$ cat src/rtl/mps_precharge_sequencer.sv
// DC-link power-path sequencer: precharge -> main contactor -> ready, and the
// orderly PWM-stop / discharge path back to idle, with a latched fail cause.
module mps_precharge_sequencer #(
  parameter logic [31:0] PRECHG_TIMEOUT = 32'd200_000_000,
  parameter logic [31:0] MC_SETTLE      = 32'd20_000_000,
  parameter logic [31:0] PWM_STOP_DLY   = 32'd200_000,
  parameter logic [31:0] DISCHG_TIMEOUT = 32'd1_000_000_000
) (
  input  logic        i_clk,
  input  logic        i_rst,
  input  logic        i_on_req,
  input  logic        i_off_req,
  input  logic        i_fault_clr,
  input  logic        i_intl,
  input  logic [31:0] i_dc_v,
  input  logic [31:0] i_prechg_th,
  input  logic [31:0] i_dischg_th,
  input  logic [2:0]  i_mc_fb,
  output logic [2:0]  o_mc,
  output logic        o_pwm_en,
  output logic        o_ready,
  output logic        o_busy,
  output logic [3:0]  o_state,
  output logic [3:0]  o_fail_code
);

  typedef enum logic [3:0] {
    S_IDLE        = 4'd0,
    S_PRECHG      = 4'd1,
    S_MAIN_CLOSE  = 4'd2,
    S_PRECHG_OPEN = 4'd3,
    S_READY       = 4'd4,
    S_OPENING     = 4'd5,
    S_DISCHG      = 4'd6,
    S_FAULT       = 4'd7
  } state_t;

  state_t      state;
  state_t      state_nxt;
  logic [31:0] timer;
  logic [3:0]  code_nxt;
  logic        powered;
  logic        unused_fb;

  // The discharge relay feedback is not needed for any decision.
  assign unused_fb = i_mc_fb[2];
  assign powered   = (state != S_IDLE) && (state != S_DISCHG) && (state != S_FAULT);
  assign o_state   = state;

  function automatic logic [2:0] mc_decode(state_t s);
    case (s)
      S_PRECHG:      return 3'b001;
      S_MAIN_CLOSE:  return 3'b011;
      S_PRECHG_OPEN: return 3'b010;
      S_READY:       return 3'b010;
      S_OPENING:     return 3'b010;
      S_DISCHG:      return 3'b100;
      S_FAULT:       return 3'b100;
      default:       return 3'b000;
    endcase
  endfunction

  always_comb begin
    state_nxt = state;
    code_nxt  = o_fail_code;
    if (powered && i_intl) begin
      state_nxt = S_FAULT;
      code_nxt  = 4'd1;
    end else begin
      case (state)
        S_IDLE: begin
          if (i_on_req) begin
            if (i_intl) begin
              state_nxt = S_FAULT;
              code_nxt  = 4'd1;
            end else begin
              state_nxt = S_PRECHG;
            end
          end
        end
        S_PRECHG: begin
          if (i_off_req) begin
            state_nxt = S_DISCHG;
          end else if (timer >= MC_SETTLE && i_dc_v >= i_prechg_th) begin
            state_nxt = S_MAIN_CLOSE;
          end else if (timer >= PRECHG_TIMEOUT) begin
            state_nxt = S_FAULT;
            code_nxt  = 4'd2;
          end
        end
        S_MAIN_CLOSE: begin
          if (i_off_req) begin
            state_nxt = S_DISCHG;
          end else if (timer >= MC_SETTLE) begin
            if (i_mc_fb[1]) begin
              state_nxt = S_PRECHG_OPEN;
            end else begin
              state_nxt = S_FAULT;
              code_nxt  = 4'd3;
            end
          end
        end
        S_PRECHG_OPEN: begin
          if (i_off_req) begin
            state_nxt = S_DISCHG;
          end else if (timer >= MC_SETTLE) begin
            if (i_mc_fb[1:0] == 2'b10) begin
              state_nxt = S_READY;
            end else begin
              state_nxt = S_FAULT;
              code_nxt  = 4'd3;
            end
          end
        end
        S_READY: begin
          if (i_off_req) begin
            state_nxt = S_OPENING;
          end else if (!i_mc_fb[1]) begin
            state_nxt = S_FAULT;
            code_nxt  = 4'd4;
          end
        end
        S_OPENING: begin
          if (timer >= PWM_STOP_DLY) state_nxt = S_DISCHG;
        end
        S_DISCHG: begin
          if (i_dc_v <= i_dischg_th) begin
            state_nxt = S_IDLE;
          end else if (timer >= DISCHG_TIMEOUT) begin
            state_nxt = S_FAULT;
            code_nxt  = 4'd5;
          end
        end
        S_FAULT: begin
          // Interlock is ignored here, so the first latched cause survives.
          if (i_fault_clr && !i_intl && i_dc_v <= i_dischg_th) begin
            state_nxt = S_IDLE;
            code_nxt  = 4'd0;
          end
        end
        default: state_nxt = S_IDLE;
      endcase
    end
  end

  always_ff @(posedge i_clk or posedge i_rst) begin
    if (i_rst) begin
      state       <= S_IDLE;
      timer       <= '0;
      o_mc        <= 3'b000;
      o_pwm_en    <= 1'b0;
      o_ready     <= 1'b0;
      o_busy      <= 1'b0;
      o_fail_code <= 4'd0;
    end else begin
      state <= state_nxt;
      if (state_nxt != state) begin
        timer <= '0;
      end else if (timer != '1) begin
        timer <= timer + 32'd1;
      end
      o_mc        <= mc_decode(state_nxt);
      o_pwm_en    <= (state_nxt == S_READY);
      o_ready     <= (state_nxt == S_READY);
      o_busy      <= state_nxt inside {S_PRECHG, S_MAIN_CLOSE, S_PRECHG_OPEN, S_OPENING, S_DISCHG};
      o_fail_code <= code_nxt;
    end
  end

endmodule

$ cat config.mk
export PLATFORM = sky130hd
export DESIGN_NAME = mps_precharge_sequencer
export DESIGN_NICKNAME = d
export VERILOG_FILES = /design/src/rtl/mps_precharge_sequencer.sv
export SDC_FILE = /design/constraint.sdc
export NUM_CORES = 1
export LEC_CHECK = 0
export ABC_AREA = 1
export BUFFER_PORTS_ARGS = -buffer_cell sky130_fd_sc_hd__buf_2
export CORE_AREA = 2 2 123 125
export CTS_CLUSTER_SIZE = 14
export DETAILED_ROUTE_END_ITERATION = 6
export DIE_AREA = 0 0 125 127
export PLACE_DENSITY = 0.56
export REMOVE_ABC_BUFFERS = 1
export SLEW_MARGIN = 10
export SYNTH_ARGS = -nofsm -noshare
export SYNTH_HDL_FRONTEND = slang
export SYNTH_SLANG_ARGS = --single-unit
$ cat constraint.sdc
create_clock -name i_clk -period 3.1 [get_ports i_clk]
set_clock_uncertainty 0.15 [all_clocks]
set_input_delay 0.155 -clock i_clk [delete_from_list [all_inputs] [get_ports i_clk]]
set_output_delay 0.155 -clock i_clk [all_outputs]
set_load 0.03 [all_outputs]
# After elaboration in Yosys (flattened, before gate mapping)
# Cells that the tools add are included.
dict set report word_totals {
  register_bits 45
  input_bits 105
  output_inout_bits 14
  elab_cells 103
}
dict set report classes {
  addsub 1
  magnitude_cmp 6
  eq_ne 35
  mux 40
  reduce_logical 15
}
# cell count
set ops {}
lappend ops {{4-bit 2-to-1 mux} 32}
lappend ops {{32-bit 2-to-1 mux} 2}
lappend ops {{3-bit != test, second input constant} 16}
lappend ops {{32-bit by 1-bit adder with 32-bit output, second input constant} 1}
lappend ops {{4-bit by 3-bit equality test with 1-bit output, second input constant} 8}
lappend ops {{32-bit by 18-bit >= comparator with 1-bit output, second input constant} 1}
lappend ops {{32-bit by 25-bit >= comparator with 1-bit output, second input constant} 1}
lappend ops {{32-bit by 28-bit >= comparator with 1-bit output, second input constant} 1}
lappend ops {{32-bit by 30-bit >= comparator with 1-bit output, second input constant} 1}
lappend ops {{32-bit >= comparator} 1}
lappend ops {{32-bit less-or-equal comparator} 1}
lappend ops {{32-bit != test, second input constant} 1}
lappend ops {{4-bit one-hot mux with 8 select lines} 1}
lappend ops {{4-bit one-hot mux with 7 select lines} 1}
lappend ops {{17-bit AND reduction} 1}
lappend ops {{4-bit by 2-bit equality test with 1-bit output, second input constant} 4}
lappend ops {{3-bit one-hot mux with 4 select lines} 1}
lappend ops {{4-bit by 1-bit equality test with 1-bit output, second input constant} 2}
lappend ops {{4-bit by 3-bit != test with 1-bit output, second input constant} 2}
lappend ops {{8-bit nonzero test} 1}
lappend ops {{1-bit logical AND} 6}
lappend ops {{3-bit 2-to-1 mux} 2}
lappend ops {{5-bit nonzero test} 1}
lappend ops {{4-bit logical NOT} 1}
lappend ops {{8 further kinds} 8}

# Logic depth before layout (Yosys ltp)
# Gate-level depths: netlist of run 1.
dict set report logic_depth {
  ltp_word 9
  ltp_mapped 23
  depth_no_buf 22
}

# Worst setup path before layout of run 1
# Ideal clock, no wire load.
dict set report synth_path {
  path_kind {input to register}
  startpoint {in i_dischg_th[31]}
  endpoint {reg timer[3]}
  setup_time_ns 0.124
  arrival_ns 1.971
  required_time_ns 2.826
  slack_ns 0.855
  path_stages 16
  path_buffers 1
  path_cell_list {inv_1 -> ha_1 -> nand2_1 -> nor2_2 -> nand2_1 -> nor4_2 -> nand3b_1 -> nand2_1 -> nand2_2 -> nand2_4 -> nand3_1 -> nor2_2 -> nand3_1 -> nand3_4 -> buf_6 -> nor3_2}
}
dict set report synth_via {
  elab_chain_len 7
  word_cells_on_any_way 9
  classes_between {1 x order compare; 1 x eq/ne; 5 x mux; 2 x reduce/logical}
}
# item line_no
set synth_rtl {}
lappend synth_rtl {{start, declared} 17} ;# input logic [31:0] i_dischg_th,
lappend synth_rtl {{32-bit less-or-equal comparator (*)} {127, 136}}
lappend synth_rtl {{1-bit logical AND} 136} ;# if (i_fault_clr && !i_intl && i_dc_v <= i_dischg_th) begin
lappend synth_rtl {{4-bit 2-to-1 mux} 136}
lappend synth_rtl {{4-bit one-hot mux with 8 select lines (*)} 70} ;# case (state)
lappend synth_rtl {{4-bit 2-to-1 mux (*)} 66} ;# if (powered && i_intl) begin
lappend synth_rtl {{4-bit != test (*)} 157} ;# if (state_nxt != state) begin
lappend synth_rtl {{32-bit 2-to-1 mux / 2-bit nonzero test (equally long branches)} n/a}
lappend synth_rtl {{end signal, assigned} 160} ;# timer <= timer + 32'd1;
lappend synth_rtl {{end, declared} 40} ;# logic [31:0] timer;
# Mark *: on every way between the ends. The rest lies on a longest branch, timed or not.
# A chain may end at the register's enable or synchronous reset.

# Worst setup path after layout of run 1
dict set report layout_path {
  startpoint {reg timer[15]}
  endpoint {reg timer[31]}
}
dict set report layout_via {
  elab_chain_len 8
  word_cells_on_any_way 23
  classes_between {1 x add/sub; 4 x order compare; 2 x eq/ne; 14 x mux; 2 x reduce/logical}
}
# item line_no
set layout_rtl {}
lappend layout_rtl {{32-bit by 28-bit >= comparator with 1-bit output / 32-bit by 25-bit >= comparator with 1-bit output (equally long branches)} n/a}
lappend layout_rtl {{4-bit 2-to-1 mux / 1-bit logical AND (equally long branches)} {86, 84}}
lappend layout_rtl {{4-bit 2-to-1 mux} 84} ;# end else if (timer >= MC_SETTLE && i_dc_v >= i_prechg_th) begin
lappend layout_rtl {{4-bit 2-to-1 mux} 82} ;# if (i_off_req) begin
lappend layout_rtl {{4-bit one-hot mux with 8 select lines (*)} 70}
lappend layout_rtl {{4-bit 2-to-1 mux (*)} 66}
lappend layout_rtl {{net state_nxt[2]} 39} ;# state_t state_nxt;
lappend layout_rtl {{4-bit != test (*)} 157}
lappend layout_rtl {{32-bit 2-to-1 mux / 2-bit nonzero test (equally long branches)} n/a}
# Mark *: on every way through the listed nets, which the timed path passes. The rest lies on a longest branch. The select of a mux whose other input is x is not followed.

==> results by group, run 1 <==
Timing
  – Slew @ Worst Pin: 0.952 ns
  – Highest clock rate: 356 MHz
  – Hold Vio Cnt, Final: 0
  – Setup violations, final: 0
  – Min cycle time layout: 2.81 ns
  – Final Max Slew Viols: 0
  – Worst Hold Slack: 0.189 ns
  – Final Cycle Share: 90.5%
  – RSZ-0062 raised after global routing: false
  – Worst slew margin: 36.4%
  – Fin Setup TNS: 0 ns

Detailed routing
  – DR WL/cell: 12.1 um
  – Number of nets with antenna violations after routing: 0
  – Post-Route WL: 12,400 um
  – Total number of vias: 4,729
  – DRC errors left: 0
  – Vias/cell: 4.58
  – First-pass DRT Iterations: 4
  – Initial drt markers: 201

Floorplan
  – Core area: 14,400 um2
  – Placement row count: 44
  – Initial Util: 34.8%
  – Die Span Y: 127 um
  – IO Count: 119
  – Die width: 125 um
  – Die area: 15,900 um2

CTS
  – Hold buffers post-CTS: 1
  – Sink Count: 44
  – H-tree Lvls: 2
  – Clk root buf: clkbuf_16
  – Max Buffers Root-to-Sink: 2
  – Clk_lat worst skew: 0.29 ns
  – Postcts setup bufs: 0
  – Clock-pin transition on the worst setup and hold timing paths: 0.07 ns
  – CTS resizes: 0
  – CTS Buf Count: 5
  – CTS tree: done

Placement
  – Dpl hpwl: 10,500 um
  – Placer Congestion: 0.871
  – I/O Buffers: 116

Cells and area
  – Most frequent cells in the layout: nand2_1 (160), inv_1 (123), buf_2 (116)
  – Share of layout cells above drive strength 1: 24.0%
  – Fill cell count: 1,552
  – Commonest non-fill, non-tap cell in the layout: nand2_1
  – Final core utilization: 41.6%
  – Area Growth Syn to Fin: 19.7%
  – Nets: 1,016

Global route
  – Largest net degree at the start of global routing: 45
  – Vias in the first global route: 4,824
  – Total Routing Usage GR: 16.2%
  – Initial antenna violation count: 2
  – First-pass GRT wire length: 21,500 um
  – GRT overflow: 0

Setup path
  – Arrival time at the worst endpoint: 2.86 ns
  – Req. time, crit path: 3.15 ns
  – Reg2Reg Setup Slack: 0.29 ns
  – RR Endpoint: timer[31]$_DFFE_PP0P_
  – Worst Setup SP: timer[15]$_DFFE_PP0P_
  – R2R depth: 16
  – Worst setup SP type: flip-flop
  – Max Fanout on Critical Path: 15
  – Crit. End Element: flip-flop
  – CP Class: flip-flop to flip-flop
  – CP endpoint: timer[31]$_DFFE_PP0P_
  – RR Startpoint: timer[15]$_DFFE_PP0P_

Yosys
  – Synthesis warning total: 0
  – Number of synthesized flops with an enable pin: 0
  – FFs w/ async S/R, synth: 100%
  – Synthesis-stage register bit count: 44
  – Top FF cell, synth: dfrtp_1
  – Synth cell types: 39
  – Syn_area_per_cell: 6.92 um2
  – Mapped Area: 5020 um2
  – Syn Inst Count: 725
  – Seq/Total Area, Yosys: 21.9%

Power
  – Worst VDD drop: 250 uV
  – Pwr per Cell Area: 471 nW/um2
  – Leakage: 0.00314 uW
  – Total power: 2830 uW

Hold path
  – Hold Crit Class: input port to flip-flop

Run
  – Max_cap viols: 0

Status
  – Status: finished clean
[sequential cells by signal (all words and copies together) (netlist names)]
signal / cells
timer: 32
o_state: 4
o_fail_code: 3
o_mc: 3
o_busy: 1
o_ready: 1
[cell families after synthesis]
family,count (synthesis),share of synthesized area [%]
other cells,1,0.0747
simple gates,368,36.6
compound gates,67,7.50
flops,44,21.9
xor+xnor,28,4.89
fa+ha+maj,66,16.5
buf+inv,151,12.5
[metrics by stage]
step	cell area [um2]	setup slack, ns	instances
finish	6010	0.293	1032
global route	6010	0.00749	1032
CTS	6000	0.256	1030
detailed placement	5810	0.141	1021
global placement	5810	0.200	1021
floorplan	4920	0.642	715
[cell type report]
type / count / area, um2 / area share [%]
diodes: 2 / 5.00 / 0.0833
well taps: 184 / 230 / 3.83
repair buffers: 123 / 673 / 11.2
clock inverters: 2 / 38.8 / 0.646
multi-input cells: 531 / 3290 / 54.8
clock buffers: 6 / 139 / 2.31
inverters: 140 / 526 / 8.75
flip-flops and latches: 44 / 1100 / 18.3
[where the power goes]
part,leakage (uW),total [uW],internal [uW],switching (uW)
clock network,0.0000871,637,404,233
logic,0.00246,1490,511,977
registers,0.000593,706,645,60.3
total,0.00314,2830,1560,1270
[synth_stat cells, types with 3 or more instances]
master / n / area (um2)
buf_4: 4 / 30.0
ha_1: 66 / 826
o21a_1: 5 / 37.5
o21ai_1: 5 / 25.0
nand4_1: 20 / 125
a21o_1: 5 / 37.5
clkinv_1: 3 / 11.3
nand2_2: 11 / 68.8
nor2_1: 77 / 289
o21ai_0: 14 / 70.1
nand3_1: 31 / 155
inv_2: 13 / 48.8
nand2_1: 160 / 601
buf_6: 6 / 67.6
nor2_2: 6 / 37.5
a21oi_1: 32 / 160
xnor2_1: 5 / 43.8
inv_1: 124 / 465
xor2_1: 23 / 201
nor3_1: 17 / 85.1
dfrtp_1: 44 / 1100
nor3_2: 32 / 320
[worst min path at each step]
stage | cells after the start | startpoint | end
CTS | 5 | i_intl | o_fail_code[0]$_DFFE_PP0P_
global route | 5 | i_intl | o_state[2]$_DFF_PP0_
floorplan | 1 | i_rst | o_busy$_DFF_PP0_
detailed placement | 2 | i_rst | o_busy$_DFF_PP0_
finish | 5 | i_on_req | o_fail_code[0]$_DFFE_PP0P_
global placement | 2 | i_rst | o_busy$_DFF_PP0_
[critical path, stage by stage, from the launching register on]
cell	delay, ns
dfrtp_1	0.42
nor2_1	0.21
nand3_1	0.09
o21bai_1	0.20
nand2_1	0.12
nand2_2	0.11
inv_2	0.05
nor2_1	0.09
nor2_1	0.05
nor2_1	0.11
nand2_1	0.10
clkinv_1	0.08
nand4_4	0.11
nand2_2	0.11
nand3_4	0.24
buf_4	0.27
nor3_2	0.17
[routing by layer]
metal / up-vias / routed length, um / part of all wire, % / GRT usage, %
li1: 2558 / - / - / -
met1: 2074 / 5820 / 47 / 20.4
met2: 83 / 5980 / 48 / 29.3
met3: 14 / 419 / 3.4 / 2.30
met4: 0 / 215 / 1.7 / 3.66
met5: - / 0 / 0 / 0
No activity file was read; power rests on OpenSTA's default activity.
==> run 2, diff against run 1 <==
--- a/config.mk
+++ b/config.mk
@@ -11,7 +11,7 @@
 export CTS_CLUSTER_SIZE = 14
 export DETAILED_ROUTE_END_ITERATION = 6
 export DIE_AREA = 0 0 125 127
-export PLACE_DENSITY = 0.56
+export PLACE_DENSITY = 0.66
 export REMOVE_ABC_BUFFERS = 1
 export SLEW_MARGIN = 10
 export SYNTH_ARGS = -nofsm -noshare
==> run 2 against run 1 <==
  * Final area is 0.37% higher
  * Setup slack better by 0.12 ns
  * Worst hold slack better by 0.014 ns
  * Global-route usage is 0.92 points lower
  * Non-clock buffer count stayed put
  * Clock power is 21% higher
  * Register-to-register slack better by 0.12 ns
  * Largest power group unchanged
==> results by group, run 2 (synthesis gave the netlist of run 1 again) <==
Floorplan
  – Placement row count: 44
  – Die Span Y: 127 um
  – Die area: 15,900 um2
  – Initial Util: 34.8%
  – IO Count: 119
  – Core area: 14,400 um2
  – Die width: 125 um

Timing
  – Fin Setup TNS: 0 ns
  – Highest clock rate: 372 MHz
  – RSZ-0062 raised after global routing: false
  – Worst slew margin: 38.3%
  – Final Max Slew Viols: 0
  – Slew @ Worst Pin: 0.924 ns
  – Min cycle time layout: 2.69 ns
  – Final Cycle Share: 86.7%
  – Hold Vio Cnt, Final: 0
  – Setup violations, final: 0

Global route
  – Vias in the first global route: 4,562
  – First-pass GRT wire length: 20,600 um
  – GRT overflow: 0
  – Total Routing Usage GR: 15.2%
  – Initial antenna violation count: 1
  – Largest net degree at the start of global routing: 45

Cells and area
  – Share of layout cells above drive strength 1: 24.0%
  – Finished Cell Area: 6030 um2
  – Reg with most FFs: timer
  – Number of flip-flops in the largest register: 32
  – Most frequent cells in the layout: nand2_1 (160), inv_1 (123), buf_2 (116)
  – Area Growth Syn to Fin: 20.1%
  – Nets: 1,016
  – Commonest non-fill, non-tap cell in the layout: nand2_1
  – Fill cell count: 1,532

Status
  – Status: finished clean

Setup path
  – CP Class: flip-flop to flip-flop
  – R2R depth: 16
  – Arrival time at the worst endpoint: 2.75 ns
  – Max Fanout on Critical Path: 15
  – Req. time, crit path: 3.16 ns
  – Crit. End Element: flip-flop
  – Worst setup SP type: flip-flop

Power
  – Seq pwr share: 24.1%
  – Clock power share: 26.4%
  – Comb power frac: 49.5%
  – Sw frac: 43.1%
  – Internal Pwr Total: 1670 uW
  – Worst VDD drop: 397 uV
  – Pwr per Cell Area: 486 nW/um2
  – Switch Pwr: 1260 uW
  – Leakage: 0.00315 uW

CTS
  – Clk root buf: clkbuf_16
  – Sink Count: 44
  – CTS Buf Count: 5
  – Max Buffers Root-to-Sink: 2
  – Clk_lat worst skew: 0.29 ns
  – Clock-pin transition on the worst setup and hold timing paths: 0.06 ns
  – H-tree Lvls: 2
  – Postcts setup bufs: 0
  – CTS tree: done

Placement
  – Dpl hpwl: 10,200 um
  – Placer Congestion: 0.943
  – I/O Buffers: 116
  – Placed inst area: 5800 um2

Detailed routing
  – Post-Route WL: 12,200 um
  – DRC errors left: 0
  – DR WL/cell: 11.8 um
  – First-pass DRT Iterations: 4
  – Number of nets with antenna violations after routing: 0
  – Vias/cell: 4.63
  – Initial drt markers: 220
  – Total number of vias: 4,770

Run
  – Max_cap viols: 0

Hold path
  – Worst Hold Path Cells: 5
  – Hold Crit Class: input port to flip-flop
[run 2: cell types whose count changed in the layout (fill, tap and decap cells not counted), sizes merged]
| cell | previous run | this run |
|---|---|---|
| clkbuf | 6 | 5 |
| clkinv | 4 | 3 |
| diode | 2 | 1 |
| bufinv | 1 | 3 |
[run 2: final timing paths]
check | to | slack [ns] | from
hold / removal | o_fail_code[0]$_DFFE_PP0P_ | 0.20 | i_on_req
setup reg to reg | timer[7]$_DFFE_PP0P_ | 0.41 | timer[15]$_DFFE_PP0P_
max in group asynchronous | timer[27]$_DFFE_PP0P_ | 1.74 | i_rst
min in group asynchronous | o_mc[2]$_DFF_PP0_ | 0.47 | i_rst
setup / recovery | timer[7]$_DFFE_PP0P_ | 0.41 | timer[15]$_DFFE_PP0P_
hold reg to reg | o_fail_code[1]$_DFFE_PP0P_ | 0.34 | o_fail_code[1]$_DFFE_PP0P_
[run 2: power by group through the flow]
| stage | clock, uW | combinational [uW] | sequential [uW] |
|---|---|---|---|
| floorplan | 0 | 857 | 836 |
| global placement | 0 | 1450 | 716 |
| detailed placement | 0 | 1460 | 716 |
| CTS | 790 | 1470 | 706 |
| global route | 811 | 1610 | 715 |
| finish | 773 | 1450 | 705 |
[run 2: metrics by stage]
stage	hold WS (ns)	power (uW)	setup WS (ns)	std cells	util, %
floorplan	0.274	1690	0.642	715	-
global placement	0.271	2170	0.358	1021	40.2
detailed placement	0.277	2180	0.298	1021	40.2
CTS	0.199	2960	0.362	1030	41.8
global route	0.257	3140	0.0839	1031	41.8
finish	0.203	2930	0.413	1031	41.8
[run 2: layout make-up]
type	count	area, um2	share of cell area, %
multi-input combinational	531	3290	54.6
sequential	44	1100	18.3
timing repair buffer	123	661	11.0
inverter	140	526	8.72
tap	184	230	3.82
clock buffer	5	125	2.08
clock inverter	3	90.1	1.49
antenna	1	2.50	0.0415
[run 2: layer usage]
| layer | track usage (%) | vias up | routed length (um) |
|---|---|---|---|
| li1 | - | 2557 | - |
| met1 | 19.8 | 2091 | 5580 |
| met2 | 27.7 | 113 | 5840 |
| met3 | 2.18 | 9 | 667 |
| met4 | 1.83 | 0 | 99 |
| met5 | 0 | - | 0 |
[run 2: what timing repair did]
item | in CTS | in global routing
hold buffers | 1 | 0
endpoints found under the hold margin | 44 | 0
gates resized for setup | 0 | 0
[run 2: worst max-delay path, stage by stage (launching register included)]
cell      delay (ns)
dfrtp_1         0.42
nor2_1          0.19
nand3_1         0.09
o21bai_1        0.19
nand2_1         0.12
nand2_2         0.10
inv_2           0.04
nor2_1          0.08
nor2_1          0.05
nor2_1          0.10
nand2_1         0.08
clkinv_1        0.07
nand4_4         0.12
nand2_2         0.12
nand3_4         0.24
buf_4           0.27
nor3_2          0.17
